[src/rtl/cc_mshr.sv]
// cc_mshr: miss-status holding registers for the cache controller.
// Tracks up to NUM_ENTRIES outstanding line fills and coalesces same-line misses.
// Each entry's index is its AXI ID, so memory may return lines in any order.
// Completed fills are reported on the fill_* outputs.
module cc_mshr #(
    parameter int ADDR_WIDTH  = 32,
    parameter int NUM_ENTRIES = 4,
    parameter int ID_WIDTH    = 4,
    parameter int LINE_BYTES  = 64,
    parameter int BEAT_BYTES  = 8
) (
    input  logic                                        clk,
    input  logic                                        rst_n,
    input  logic                                        miss_valid_i,
    output logic                                        miss_ready_o,
    input  logic [ADDR_WIDTH-1:0]                       miss_addr_i,
    output logic                                        miss_merged_o,
    output logic [ID_WIDTH-1:0]                         miss_id_o,
    output logic                                        mem_arvalid_o,
    input  logic                                        mem_arready_i,
    output logic [ID_WIDTH-1:0]                         mem_arid_o,
    output logic [ADDR_WIDTH-1:0]                       mem_araddr_o,
    output logic [3:0]                                  mem_arlen_o,
    output logic [2:0]                                  mem_arsize_o,
    output logic [1:0]                                  mem_arburst_o,
    input  logic                                        mem_rvalid_i,
    output logic                                        mem_rready_o,
    input  logic [ID_WIDTH-1:0]                         mem_rid_i,
    input  logic                                        mem_rlast_i,
    output logic                                        fill_done_o,
    output logic [ID_WIDTH-1:0]                         fill_id_o,
    output logic [ADDR_WIDTH-$clog2(LINE_BYTES)-1:0]    fill_line_o,
    output logic [3:0]                                  fill_merge_cnt_o,
    output logic [4:0]                                  outstanding_o,
    output logic                                        err_o
);

    localparam int LINE_OFF = $clog2(LINE_BYTES);
    localparam int BEAT_OFF = $clog2(BEAT_BYTES);
    localparam int BEATS    = LINE_BYTES / BEAT_BYTES;
    localparam int LINE_W   = ADDR_WIDTH - LINE_OFF;
    localparam int IDX_W    = (NUM_ENTRIES > 1) ? $clog2(NUM_ENTRIES) : 1;
    localparam int CNT_W    = $clog2(NUM_ENTRIES + 1);
    localparam logic [3:0] LAST_BEAT = 4'(BEATS - 1);
    localparam logic [ADDR_WIDTH-1:0] BEAT_MASK = ~ADDR_WIDTH'(BEAT_BYTES - 1);

    typedef enum logic [1:0] {FREE, PEND, ISSUED} state_t;

    state_t            st      [NUM_ENTRIES];
    logic [LINE_W-1:0] line_q  [NUM_ENTRIES];
    logic [ADDR_WIDTH-1:0] crit_q [NUM_ENTRIES];
    logic [3:0]        beat_q  [NUM_ENTRIES];
    logic [3:0]        merge_q [NUM_ENTRIES];

    // Issue queue of entry indices, in allocation order.
    logic [IDX_W-1:0]  iq      [NUM_ENTRIES];
    logic [IDX_W-1:0]  iq_head, iq_tail;
    logic [CNT_W-1:0]  iq_cnt;

    logic              active_q;
    logic [LINE_W-1:0] miss_line;
    logic [IDX_W-1:0]  rid_idx, free_idx, match_idx, head_idx;
    logic              any_free, match_hit, accept, do_alloc;
    logic              r_hs, r_ok, r_done, ar_hs;

    function automatic logic [IDX_W-1:0] ptr_inc(input logic [IDX_W-1:0] p);
        return (p == IDX_W'(NUM_ENTRIES - 1)) ? '0 : p + IDX_W'(1);
    endfunction

    assign miss_line = miss_addr_i[ADDR_WIDTH-1:LINE_OFF];
    assign rid_idx   = mem_rid_i[IDX_W-1:0];
    assign head_idx  = iq[iq_head];

    assign r_hs   = mem_rvalid_i & mem_rready_o;
    assign r_ok   = r_hs && (int'(mem_rid_i) < NUM_ENTRIES) && (st[rid_idx] == ISSUED);
    assign r_done = r_ok & mem_rlast_i;

    // Lowest FREE entry and the busy entry (if any) holding the miss line.
    // An entry taking its last beat this cycle is leaving, so it cannot absorb a miss.
    always_comb begin
        // NOTE: every variable gets a default first so no path leaves it unassigned (no latch).
        any_free  = 1'b0;
        free_idx  = '0;
        match_hit = 1'b0;
        match_idx = '0;
        for (int i = NUM_ENTRIES - 1; i >= 0; i--) begin
            if (st[i] == FREE) begin
                any_free = 1'b1;
                free_idx = IDX_W'(i);
            end
            if (st[i] != FREE && line_q[i] == miss_line &&
                !(r_done && rid_idx == IDX_W'(i))) begin
                match_hit = 1'b1;
                match_idx = IDX_W'(i);
            end
        end
    end

    // Nothing is accepted until the block has seen a clock out of reset.
    assign miss_ready_o = any_free & active_q;
    assign mem_rready_o = active_q;
    assign accept       = miss_valid_i & miss_ready_o;
    assign do_alloc     = accept & ~match_hit;

    assign mem_arvalid_o = (iq_cnt != '0);
    assign ar_hs         = mem_arvalid_o & mem_arready_i;
    assign mem_arid_o    = mem_arvalid_o ? ID_WIDTH'(head_idx) : '0;
    assign mem_araddr_o  = mem_arvalid_o ? crit_q[head_idx] : '0;
    assign mem_arlen_o   = mem_arvalid_o ? LAST_BEAT : 4'd0;
    assign mem_arsize_o  = mem_arvalid_o ? 3'(BEAT_OFF) : 3'd0;
    assign mem_arburst_o = mem_arvalid_o ? 2'b10 : 2'b00;

    // Entry lifecycle, issue-queue pointers, fill reporting and error tracking.
    always_ff @(posedge clk or negedge rst_n) begin
        // NOTE: state registers use non-blocking assignments so every read sees pre-edge values.
        if (!rst_n) begin
            for (int i = 0; i < NUM_ENTRIES; i++) st[i] <= FREE;
            active_q         <= 1'b0;
            iq_head          <= '0;
            iq_tail          <= '0;
            iq_cnt           <= '0;
            miss_merged_o    <= 1'b0;
            miss_id_o        <= '0;
            fill_done_o      <= 1'b0;
            fill_id_o        <= '0;
            fill_line_o      <= '0;
            fill_merge_cnt_o <= '0;
            outstanding_o    <= '0;
            err_o            <= 1'b0;
        end else begin
            active_q      <= 1'b1;
            miss_merged_o <= accept & match_hit;
            if (accept) miss_id_o <= ID_WIDTH'(match_hit ? match_idx : free_idx);

            // Allocation, AR issue and completion always touch different entries
            // (FREE, PEND and ISSUED respectively).
            if (do_alloc) begin
                st[free_idx] <= PEND;
                iq_tail      <= ptr_inc(iq_tail);
            end
            if (ar_hs) begin
                st[head_idx] <= ISSUED;
                iq_head      <= ptr_inc(iq_head);
            end
            iq_cnt <= iq_cnt + CNT_W'(do_alloc) - CNT_W'(ar_hs);

            fill_done_o <= r_done;
            if (r_done) begin
                st[rid_idx]      <= FREE;
                fill_id_o        <= mem_rid_i;
                fill_line_o      <= line_q[rid_idx];
                fill_merge_cnt_o <= merge_q[rid_idx];
            end

            if (r_hs && (!r_ok || (mem_rlast_i ? (beat_q[rid_idx] != LAST_BEAT)
                                               : (beat_q[rid_idx] == LAST_BEAT))))
                err_o <= 1'b1;

            outstanding_o <= outstanding_o + 5'(do_alloc) - 5'(r_done);
        end
    end

    // Per-entry payload and issue-queue storage; only read while the owning entry is busy.
    always_ff @(posedge clk) begin
        // NOTE: payload arrays are not reset; entry state gates every use, so reset only the state.
        if (do_alloc) begin
            line_q[free_idx]  <= miss_line;
            crit_q[free_idx]  <= miss_addr_i & BEAT_MASK;
            beat_q[free_idx]  <= 4'd0;
            merge_q[free_idx] <= 4'd1;
            iq[iq_tail]       <= free_idx;
        end
        if (accept && match_hit && merge_q[match_idx] != 4'hF)
            merge_q[match_idx] <= merge_q[match_idx] + 4'd1;
        if (r_ok && !mem_rlast_i && beat_q[rid_idx] != LAST_BEAT)
            beat_q[rid_idx] <= beat_q[rid_idx] + 4'd1;
    end

endmodule
[config.mk]
export PLATFORM = sky130hd
export DESIGN_NAME = cc_mshr
export DESIGN_NICKNAME = d
export VERILOG_FILES = /design/src/rtl/cc_mshr.sv
export SDC_FILE = /design/constraint.sdc
export NUM_CORES = 1
export LEC_CHECK = 0
export BUFFER_PORTS_ARGS = -buffer_cell sky130_fd_sc_hd__buf_2
export CORE_ASPECT_RATIO = 0.6
export CORE_MARGIN = 2
export CORE_UTILIZATION = 59
export DETAILED_ROUTE_END_ITERATION = 7
export PLACE_DENSITY = 0.82
export SETUP_SLACK_MARGIN = 0.2
export SYNTH_ARGS = -nofsm -noshare
export SYNTH_HDL_FRONTEND = slang
export SYNTH_SLANG_ARGS = --single-unit
[constraint.sdc]
create_clock -name clk -period 4.4 [get_ports clk]
set_input_delay 1.1 -clock clk [delete_from_list [all_inputs] [get_ports clk]]
set_output_delay 1.1 -clock clk [all_outputs]
set_load 0.02 [all_outputs]
==> results.md, run 1 <==
- Input/output buffers: 122
- Vias in the first global route: 7475
- Leading area contributor after synthesis: edfxtp_1
- Drt pass-1 iters: 5
- Global-route wire length before repair: 45200 µm
- Top cell type's share of synthesized area: 41.4%
- Fmax: 0.249 GHz
- I/O pins: 136
- Drc violations: 0
- Nets@finish: 1005
- VDD IR-drop max: 475 µV
- Cell area after layout: 13100 µm²
- CTS clk-pin slew, worst paths: 70 ps
- Synthesized-area fraction occupied by and/or/nand/nor cells: 12.0%
- CTS Buf Count: 20
- Total core area: 18900 µm²
- Main combinational cell family by area after synthesis: multiplexers
- Final setup fails: 0
- Avg Vias per Cell: 6.32
- Die area: 20400 µm²
- Share of the yosys chip area belonging to registers: 54.6%
- Antenna Nets Post-Route: 0
- Final Worst Setup Slack: 383 ps
- Most frequent cells after synthesis: 156 x edfxtp_1, 76 x xnor2_1, 65 x mux4_2
- Final Wtd Congestion: 1.03
- Number of synthesized register bits: 216
- Leakage: 4.95 nW
- Post-synthesis xor/xnor area fraction: 8.97%
- Final period util: 91.3%
- Total Wirelength: 29600 µm
- Wire length per cell: 24.5 µm
- Post-CTS sizing: 0
- Max Clock Skew: 11.3 ps
- Critical path startpoint category: primary input
- Clock Path Buffers: 3
- Clock insertion delay at the later pin of the skew report: 510 ps
- Initial antenna violation count: 2
- CP Max Fanout: 5
- CTS root buffer: clkbuf_16
- Post-DP HPWL: 21400 µm
- Max-slew violations: 0
- CTS H-tree lvls: 1
- Mux cell area share after synthesis: 16.3%
- Share of layout cells above drive strength 1: 33.2%
- Worst Hold Class: reg2reg
- Compound-Gate Fraction of Synth Area: 3.07%
- Outcome: finished, final reports clean
- Setup TNS: 0 ps
- Setup crit end kind: register
- Total of max-cap violations: 0
- Critical path class: in2reg
- Min Clock Period, post-route: 4020 ps
- Post-DP Area: 12500 µm²
- Final-report hold violation count: 0
- Pre-CTS setup slack: 2.21 ps
- Primary FF master, synth: edfxtp_1
- Power per cell area: 555 nW/µm²
- Syn. warnings: 0
- Post-synthesis area per instance: 14.3 µm²
- Worst slew margin: 29.2%
- Fillers: 1278
- Async SR Flop Fraction: 27.8%
- Critical Path AT: 4150 ps
- CTS Hold Buffers Added: 0
- All-layer global routing usage: 29.9%
- Clock sink count: 216
- CP required: 4530 ps
- Area growth syn-to-layout: 15.7%
- Unique masters post-synth: 64
- RSZ-0062 raised after global routing: no
- Most common cell in the synthesized netlist: edfxtp_1
- Die width: 183 µm
- Largest net degree at the start of global routing: 36
- Mapped Area: 11300 µm²
- Post-CTS Setup Bufs: 0
- Initial core utilization: 59.8%
- Post-Synth Adder-Cell Area: 1.90%
- WHS: 478 ps
- Slew of the pin with the lowest slew margin: 1060 ps
- Drt first-iter violations: 941
- Vias after detailed routing: 7650
- Placed instance count: 1171
- Non-filler cells, final: 1210
- CTS tree: built
- Chip Height: 111 µm
- GRT Residual Overflow: 0
- Number of synthesized flops with an enable pin: 156
- Num rows: 39
- Synth top area cells: edfxtp_1 41%, dfrtp_1 13%, mux4_2 13%
- Cell count after synthesis: 793
[per-stage QoR]
stage	utilization [%]	total power, mW
global route	69.2	7.60
floorplan	-	4.65
detailed placement	65.8	5.55
global placement	65.8	5.48
CTS	69.2	7.27
finish	69.2	7.27
[layout by cell type, fill, tap and decap left out, types with 6 or more instances in the layout]
cell type / netlist / layout
mux2_2: 33 / 33
nor3_1: 8 / 8
mux4_2: 65 / 65
edfxtp_1: 156 / 156
buf_4: 17 / 40
buf_2: 6 / 122
dfrtp_1: 60 / 60
clkbuf_16: 0 / 21
nor2_1: 48 / 48
and2_1: 38 / 38
nor4_1: 20 / 20
o21ai_0: 6 / 6
nand2b_1: 6 / 6
and4_1: 6 / 6
ha_1: 14 / 14
nand4_1: 28 / 28
nand3_1: 7 / 7
inv_1: 26 / 26
xnor2_1: 76 / 76
conb_1: 2 / 11
or3_1: 7 / 7
xor2_1: 40 / 40
nand2_1: 23 / 22
buf_12: 0 / 6
a21oi_1: 8 / 8
[logic make-up after synthesis]
logic type,Yosys count
AND/OR/NAND/NOR,228
flip-flops,216
XOR/XNOR,116
multiplexers,99
buffers and inverters,72
AO/OA/AOI/OAI,44
adder cells (fa/ha/maj),16
other,2
[final timing paths]
path	startpoint	endpoint	slack (ps)	cells past startpoint
max	miss_addr_i[14]	merge_q[0][1]	380	12
min	fill_id_o[3]	fill_id_o[3]	480	1
max reg2reg	crit_q[3][11]	merge_q[0][1]	700	11
min reg2reg	fill_id_o[3]	fill_id_o[3]	480	1
max in group asynchronous	rst_n	fill_line_o[23]	3040	2
min in group asynchronous	rst_n	outstanding_o[1]	620	1
[sequential cells by signal, indices dropped and copies added, names as in the netlist, 3 cells and up]
signal and cells:
iq_cnt 3, merge_q 16, outstanding_o 5, fill_id_o 4, fill_merge_cnt_o 4, crit_q 116, fill_line_o 26, beat_q 16
iq 8, st 8
[final cells by class]
class | instances | area, µm² | share of cell area, %
antenna | 3 | 7.51 | 0.0573
sequential | 216 | 6190 | 47.2
timing repair buffer | 168 | 1030 | 7.87
clock inverter | 12 | 101 | 0.773
tap | 246 | 308 | 2.35
clock buffer | 24 | 537 | 4.10
multi-input combinational | 514 | 4830 | 36.9
inverter | 27 | 101 | 0.773
[worst max-delay path: stages]
cell	delay, ps
buf_2	130
xor2_1	240
or4_4	590
nor4_4	330
nand4_4	210
nor3b_1	310
o31a_1	180
nor2_1	50
ha_1	190
inv_1	90
nor3_2	60
o31ai_1	660
[report_power, final]
| part | switching [mW] | total (mW) | leakage, nW | internal, mW |
|---|---|---|---|---|
| Combinational | 1.64 | 2.81 | 2.48 | 1.17 |
| Clock | 0.787 | 1.73 | 0.315 | 0.943 |
| Sequential | 0.205 | 2.73 | 2.15 | 2.53 |
| Total | 2.63 | 7.27 | 4.95 | 4.64 |
[layer usage]
| layer | wire, µm | share of wire [%] | track usage [%] |
|---|---|---|---|
| met5 | 0 | 0 | 0 |
| met4 | 506 | 1.7 | 5.55 |
| met3 | 3840 | 13 | 8.77 |
| met2 | 12100 | 41 | 40.2 |
| met1 | 13200 | 45 | 48.7 |
Power figures use the tool's default switching activity.
==> inputs of run 2 (changes only) <==
--- a/config.mk
+++ b/config.mk
@@ -7,7 +7,7 @@
 export LEC_CHECK = 0
 export BUFFER_PORTS_ARGS = -buffer_cell sky130_fd_sc_hd__buf_2
 export CORE_ASPECT_RATIO = 0.6
-export CORE_MARGIN = 2
+export CORE_MARGIN = 3
 export CORE_UTILIZATION = 59
 export DETAILED_ROUTE_END_ITERATION = 7
 export PLACE_DENSITY = 0.82
==> run 2 against run 1 <==
  * Clock skew increased by 7.9 ps
  * Cell count is 1.3% lower
  * Largest cell class unchanged
  * Highest routed layer unchanged
  * Count of clock-buffer cells in the layout rose by 5
  * Sequential cell count is the same
  * Critical path depth shrank 8
  * Critical endpoint is now mem_araddr_o[27]
  * Die area increased by 2.9%
  * Setup slack better by 60 ps
  * First-iteration DRC count up 10%
  * Sequential power about the same
  * Design area down 0.93%
  * Total power is 1.0% lower
  * Wire length rose by 1.5%
==> results.md, run 2 (same netlist as run 1, synthesis figures left out) <==
- Power per cell area: 554 nW/µm² (was 555 nW/µm²)
- Drt pass-1 iters: 5 (unchanged)
- Setup crit end kind: output port (was register)
- CP Max Fanout: 34 (was 5)
- R2r startpoint: mem_rready_o (was crit_q[3][11])
- CTS Buf Count: 20 (unchanged)
- Fmax: 0.253 GHz (was 0.249 GHz)
- Critical Path AT: 2860 ps (was 4150 ps)
- Top flop regs: crit_q (116), fill_line_o (26) (unchanged)
- Die area: 20900 µm² (was 20400 µm²)
- Clock insertion delay at the later pin of the skew report: 500 ps (was 510 ps)
- Chip Height: 113 µm (was 111 µm)
- Final-report hold violation count: 0 (unchanged)
- Outcome: finished, final reports clean (unchanged)
- All-layer global routing usage: 29.1% (was 29.9%)
- I/O pins: 136 (unchanged)
- CTS tree: built (unchanged)
- Worst Hold Class: reg2reg (unchanged)
- Die width: 185 µm (was 183 µm)
- Global-route wire length before repair: 45900 µm (was 45200 µm)
- Final setup fails: 0 (unchanged)
- Most common cell after layout, fill and taps aside: edfxtp_1 (unchanged)
- Cell mode on critical path: mux4_2
- R2R depth: 8 (was 11)
- Critical path startpoint category: register (was primary input)
- Slowest stage cell, crit path: mux4_2 (was o31ai_1)
- Initial antenna violation count: 1 (was 2)
- Antenna Nets Post-Route: 0 (unchanged)
- Critical Path Max Stage Delay: 1060 ps (was 660 ps)
- Area growth syn-to-layout: 14.7% (was 15.7%)
- Critical path class: reg2out (was in2reg)
- CP top delay family: multiplexers (was simple AND/OR/NAND/NOR gates)
- Max Clock Skew: 19.2 ps (was 11.3 ps)
- Hold path cells: 1 (unchanged)
- Vias in the first global route: 7526 (was 7475)
- GRT Residual Overflow: 0 (unchanged)
- Total Wirelength: 30100 µm (was 29600 µm)
- Max-slew violations: 0 (unchanged)
- Buf/Inv on CP: 1 (was 2)
- Nets@finish: 995 (was 1005)
- Min Clock Period, post-route: 3960 ps (was 4020 ps)
- Hold Crit Start: err_o (was fill_id_o[3])
- Drc violations: 0 (unchanged)
- Worst slew margin: 30.9% (was 29.2%)
- Clock sink count: 216 (unchanged)
- CTS root buffer: clkbuf_16 (unchanged)
- Met1 WL: 12800 µm (was 13200 µm)
- Max reg flops: 116 (unchanged)
- Final Wtd Congestion: 1.01 (was 1.03)
- Met3 WL: 4380 µm (was 3840 µm)
- Wire length per cell: 25.2 µm (was 24.5 µm)
- Drt first-iter violations: 1039 (was 941)
- Num rows: 38 (was 39)
- CTS clk-pin slew, worst paths: 60 ps (was 70 ps)
- RSZ-0062 raised after global routing: no (unchanged)
- CTS H-tree lvls: 1 (unchanged)
- Leakage: 4.88 nW (was 4.95 nW)
- Avg Vias per Cell: 6.58 (was 6.32)
- CTS Hold Buffers Added: 0 (unchanged)
- Biggest register: crit_q (unchanged)
- Final period util: 89.9% (was 91.3%)
- CP required: 3300 ps (was 4530 ps)
- Input/output buffers: 122 (unchanged)
- Crit path depth: 4 (was 12)
- Slew of the pin with the lowest slew margin: 1040 ps (was 1060 ps)
- Clock Path Buffers: 3 (unchanged)
- Most frequent cells in the layout: 156 x edfxtp_1, 122 x buf_2, 76 x xnor2_1, 65 x mux4_2, 60 x dfrtp_1 (unchanged)
- Share of layout cells above drive strength 1: 32.2% (was 33.2%)
- Total core area: 18400 µm² (was 18900 µm²)
- Max Used Layer: met4 (unchanged)
- Post-CTS sizing: 0 (unchanged)
- Core Util, Final: 70.4% (was 69.2%)
- Vias after detailed routing: 7858 (was 7650)
- Post-CTS Setup Bufs: 0 (unchanged)
- Largest net degree at the start of global routing: 39 (was 36)
- Cells along the critical path: mux4_2 -> mux4_2 -> and2_1 -> buf_2 (was buf_2 -> xor2_1 -> or4_4 -> nor4_4 -> nand4_4 -> nor3b_1 -> o31a_1 -> nor2_1 -> ha_1 -> inv_1 -> nor3_2 -> o31ai_1)
- CP startpoint: iq_head[0] (was miss_addr_i[14])
- Initial core utilization: 61.4% (was 59.8%)
- Total of max-cap violations: 0 (unchanged)
- Setup TNS: 0 ps (unchanged)
- Fillers: 1233 (was 1278)
- DR WL met2: 12300 µm (was 12100 µm)
- VDD IR-drop max: 380 µV (was 475 µV)
- Post-DP HPWL: 21500 µm (was 21400 µm)
## run 2: worst register-to-register path: stages, from the launching register on
cell       delay, ps
dfrtp_1          440
nand4bb_1        350
nor4_2           450
and4b_1          270
a2111oi_0        600
o311ai_0         260
o21ai_0          200
nor3_2            90
o31ai_1          640
## run 2: per-layer routing
| metal | up-vias | track usage (%) |
|---|---|---|
| li1 | 3278 | - |
| met1 | 3930 | 47.4 |
| met2 | 590 | 39.8 |
| met3 | 60 | 8.03 |
| met4 | 0 | 5.04 |
| met5 | - | 0 |
## run 2: power by group
group	switching, mW	internal [mW]	total, mW
clock	0.752	0.912	1.66
sequential	0.210	2.53	2.74
combinational	1.64	1.15	2.79
## run 2: worst paths after layout
| kind | to | slack (ps) |
|---|---|---|
| setup / recovery | mem_araddr_o[27] | 440 |
| hold / removal | err_o | 460 |
| max in group asynchronous | err_o | 2700 |
| min in group asynchronous | fill_line_o[6] | 780 |
| hold reg to reg | err_o | 460 |
| setup reg to reg | merge_q[0][0] | 760 |
## run 2: stage by stage
step / hold slack (ps) / power, mW / setup slack [ps] / area (µm²) / instances
floorplan: 439 / 4.65 / 344 / 11400 / 802
global placement: 451 / 5.47 / 98.9 / 12400 / 1155
detailed placement: 455 / 5.54 / 16.8 / 12400 / 1155
CTS: 469 / 7.20 / 471 / 13000 / 1191
global route: 495 / 7.54 / 225 / 13000 / 1192
finish: 463 / 7.20 / 443 / 13000 / 1194
## run 2: cell type report
class	instances	area [µm²]	share of cell area (%)
multi-input combinational	514	4830	37.2
clock inverter	7	36.3	0.280
sequential	216	6190	47.7
clock buffer	29	576	4.43
antenna	3	7.51	0.0578
timing repair buffer	158	943	7.27
inverter	27	101	0.781
tap	240	300	2.31
